File: src/rtl/stream_frame_ram.sv
// -----------------------------------------------------------------------------
// stream_frame_ram
// M x Q frame buffer with one write port and two read ports.
//   clk, reset_n : clock and synchronous active-low reset (readback register only)
//   we/waddr/wdata : write port
//   cmp_addr/cmp_data : asynchronous read, used for same-cycle comparison
//   rd_addr/rd_data   : registered readback port, one-cycle latency; a read of
//                       the address being written returns the old contents
// -----------------------------------------------------------------------------
module stream_frame_ram #(
    parameter int M  = 32,
    parameter int Q  = 12,
    parameter int AW = 5
) (
    input  logic          clk,
    input  logic          reset_n,
    input  logic          we,
    input  logic [AW-1:0] waddr,
    input  logic [Q-1:0]  wdata,
    input  logic [AW-1:0] cmp_addr,
    output logic [Q-1:0]  cmp_data,
    input  logic [AW-1:0] rd_addr,
    output logic [Q-1:0]  rd_data
);

    logic [Q-1:0] mem [M];

    // NOTE: the storage array has no reset; only the readback register does.
    // Clearing a RAM would need M cycles or a flop array, and the contents are
    // always written by a capture before they are compared.
    always_ff @(posedge clk) begin
        if (we) begin
            mem[waddr] <= wdata;
        end
    end

    assign cmp_data = mem[cmp_addr];

    always_ff @(posedge clk) begin
        if (!reset_n) begin
            rd_data <= '0;
        end else begin
            rd_data <= mem[rd_addr];
        end
    end

endmodule

File: config.mk
export PLATFORM = sky130hd
export DESIGN_NAME = stream_frame_ram
export DESIGN_NICKNAME = d
export VERILOG_FILES = /design/src/rtl/stream_frame_ram.sv
export SDC_FILE = /design/constraint.sdc
export NUM_CORES = 1
export LEC_CHECK = 0
export CORE_UTILIZATION = 29
export CTS_BUF_LIST = sky130_fd_sc_hd__clkbuf_16
export CTS_CLUSTER_SIZE = 40
export DETAILED_ROUTE_END_ITERATION = 8
export HOLD_SLACK_MARGIN = 0.05
export MAX_ROUTING_LAYER = met4
export PLACE_DENSITY_LB_ADDON = 0.1
export SKIP_CTS_REPAIR_TIMING = 1
export SLEW_MARGIN = 0
export SYNTH_ARGS = -nofsm -noshare
export SYNTH_HDL_FRONTEND = slang
export SYNTH_SLANG_ARGS = --single-unit
export TNS_END_PERCENT = 50
File: constraint.sdc
create_clock -name clk -period 3.2 [get_ports clk]
set_input_delay 0.64 -clock clk [delete_from_list [all_inputs] [get_ports clk]]
set_output_delay 0.64 -clock clk [all_outputs]
set_load 0.02 [all_outputs]
==> impl_metrics.csv <==
group,metric,value,unit
final_layout,postLayoutCellArea,0.0221,mm2
sta,setup_ws,-0.133,ns
synth,syn_inst,842,
sta,slew_violations,0,
grt,grt_pass1_wl,81.9,mm
sta,worst_pin_slew,0.592,ns
die,core_area,0.0616,mm2
synth,synth.largest_area_cell,"edfxtp_1",
synth,yosysWarnings,0,
final_layout,finalCoreUtilization,35.9,%
placement,dp_cells,1777,
placement,post-place-ws,-0.554,ns
detailed_routing,ant_nets,0,
synth,ys_types,27,
sta,fin_skew,0.0135,ns
synth,yosysSeqAreaShare,65.3,%
worst_setup_path,crit_family,"multiplexers",
pwr,ir_drop,347,uV
final_layout,final_nets,1031,
clock_network,numCtsBuffers,47,
synth,syn_area_per_cell,21.4,um2
sta,fin_crit,3.33,ns
die,std_cell_rows,91,
worst_setup_path,required,2.56,ns
sta,hold_violations,0,
synth,synthMuxAreaShare,29.1,%
detailed_routing,drt-total-wl,59.1,mm
pwr,pwr_density_cell,546,mW/mm2
grt,grt_max_degree,33,
clock_network,clock_sinks,396,
detailed_routing,drtPass1Iterations,5,
clock_network,path_clk_slew,0.06,ns
synth,synth-compound-area-share,2.33,%
pwr,p_total,12.1,mW
sta,setup_tns,-1.06,ns
run_status,violations,"setup timing",
final_layout,stdcell_count,1876,
sta,hold_slack,0.882,ns
synth,synth_nets,872,
worst_setup_path,path_class,"input port to output port",
detailed_routing,viasPerCell,5.19,
grt,grt_usage,19.4,%
hold_path,hold_class,"register to register",
synth,synth_area,0.0180,mm2
synth,synth_seq_cells,396,
sta,rsz0062_at_grt,"true",
synth,synthTopCellsByArea,"edfxtp_1 (64%), mux4_2 (25%), mux2_2 (2.2%)",
die,die-area,0.0631,mm2
worst_setup_path,crit_top_cell,"buf_12",
worst_setup_path,critPathBufInv,5,
placement,gp_congestion,0.787,
sta,fmax,0.300,GHz
die,die_x,251,um
synth,synth_xor_area_share,0,%
sta,relSlewSlack,60.4,%
synth,synth_top_family_by_area,"multiplexers",
synth,synthAdderAreaFrac,0,%
worst_setup_path,worst_setup_path_end_kind,"output port",
grt,grt_pass1_vias,10200,
detailed_routing,route.detailed.drc,0,
placement,io_buffers,53,
sta,setup_viol,12,
placement,dpl.hpwl,38.5,mm
final_layout,syn2layout_area_growth,22.8,%
worst_setup_path,crit_fanout,6,
run_status,outcome,"finished with violations",
detailed_routing,vias,9738,
synth,synth-edff-count,384,
grt,antenna_found_initial,2,
clock_network,clock_tree.buffer_depth,3,
placement,placed_cell_area,0.0205,mm2
pwr,p_leak,7.11,nW
worst_setup_path,critPathSlowestCell,"mux4_2",
die,die_h,251,um
final_layout,fillerInstances,5722,
run,cap_violations,0,
clock_network,clk_latency,0.59,ns
worst_setup_path,cpPeakStageDelay,0.57,ns
sta,fin_crit_sh,104,%
grt,grt.overflow.total,0,
synth,yosysTopAreaCellShare,64.0,%
detailed_routing,wire_per_inst,31.5,um
synth,ys_async_sr_fraction,0,%
die,pin_count,54,
clock_network,cts_tree,"done",
worst_setup_path,path_cells,"buf_12, buf_12, buf_12, clkbuf_16, mux4_2, mux4_2, mux2_4, buf_6",
die,initial_core_util,29.3,%
worst_setup_path,startpoint_type,"input port",
final_layout,drive_above_1_share,43.1,%
clock_network,htreeDepth,2,
synth,synth_flop_cell,"edfxtp_1",
final_layout,seq_area,0.0118,mm2
synth,synth_simple_gate_area_share,1.51,%
final_layout,multi_input_area,0.00597,mm2
worst_setup_path,arrival,2.69,ns
detailed_routing,drtIter0Drc,1055,
clock_network,cts_root_buf,"clkbuf_16",
worst_setup_path,r2r_slack,1.28,ns
## worst reg2reg max path, delay by kind of cell, from the launching register on
family / cells / cell delay (ns)
flops: 1 / 0.39
compound gates: 2 / 0.57
mux: 2 / 0.81
## cell usage in the layout (no fill, tap or decap), types with 2 or more instances in the layout
cell type / count
nand3b_1: 5
mux2_2: 27
o2111ai_1: 3
nor2_1: 36
buf_4: 86
o221ai_1: 12
clkdlybuf4s50_1: 35
a221oi_1: 9
a31oi_1: 12
inv_1: 11
clkbuf_16: 50
dfxtp_1: 12
buf_6: 13
nand3_1: 2
buf_2: 4
a22oi_1: 12
clkinv_2: 9
or3b_2: 3
o21ai_0: 9
bufinv_16: 2
mux2_4: 9
clkinv_1: 13
mux2i_1: 24
buf_12: 32
mux4_2: 204
nand2_1: 7
nor2b_1: 2
edfxtp_1: 384
clkinv_8: 2
## sequential cells by signal (all words and copies together), names as in the netlist
name / count
mem: 384
rd_data: 12
## cell usage after synthesis, drive strengths merged, types with 5 or more instances
library cell and n:
clkbuf 35, o221ai 12, o21ai 9, nand3b 5, mux2 36, nor2 36, dfxtp 12, nand2 7
a31oi 12, edfxtp 384, a221oi 9, mux4 204, buf 30, mux2i 24, a22oi 12
## worst paths after layout
kind	from	to	depth (start not counted)
worst max-delay path	cmp_addr[0]	cmp_data[4]	8
worst min-delay path	mem[25][8]	rd_data[8]	4
worst max register to register	mem[11][3]	rd_data[3]	4
worst min register to register	mem[25][8]	rd_data[8]	4
## final cells by class
type / instances / share of cell area, %
clock buffer: 47 / 5.31
multi-input combinational: 380 / 27.0
tap: 837 / 4.73
antenna: 1 / 0.0113
clock inverter: 39 / 1.15
sequential: 396 / 53.2
timing repair buffer: 175 / 8.63
inverter: 1 / 0.0170
## report_power, final
| group | internal (mW) | switching [mW] |
|---|---|---|
| clock | 2.83 | 2.18 |
| combinational | 0.590 | 0.690 |
| sequential | 5.76 | 0.0280 |
## metal layers
layer  global-route usage [%]  vias to the layer above  wire (um)
met1                     27.5                     5331      27700
met2                     28.6                      295      26800
met4                     4.91                        0       1340
met3                     3.72                       69       3260
met5                        -                        -          0
li1                         -                     4043          -
## logic make-up after synthesis
group | after synthesis
mux | 264
buf+inv | 66
simple gates | 59
compound gates | 57
flops | 396
(Power assumes the default switching activity.)
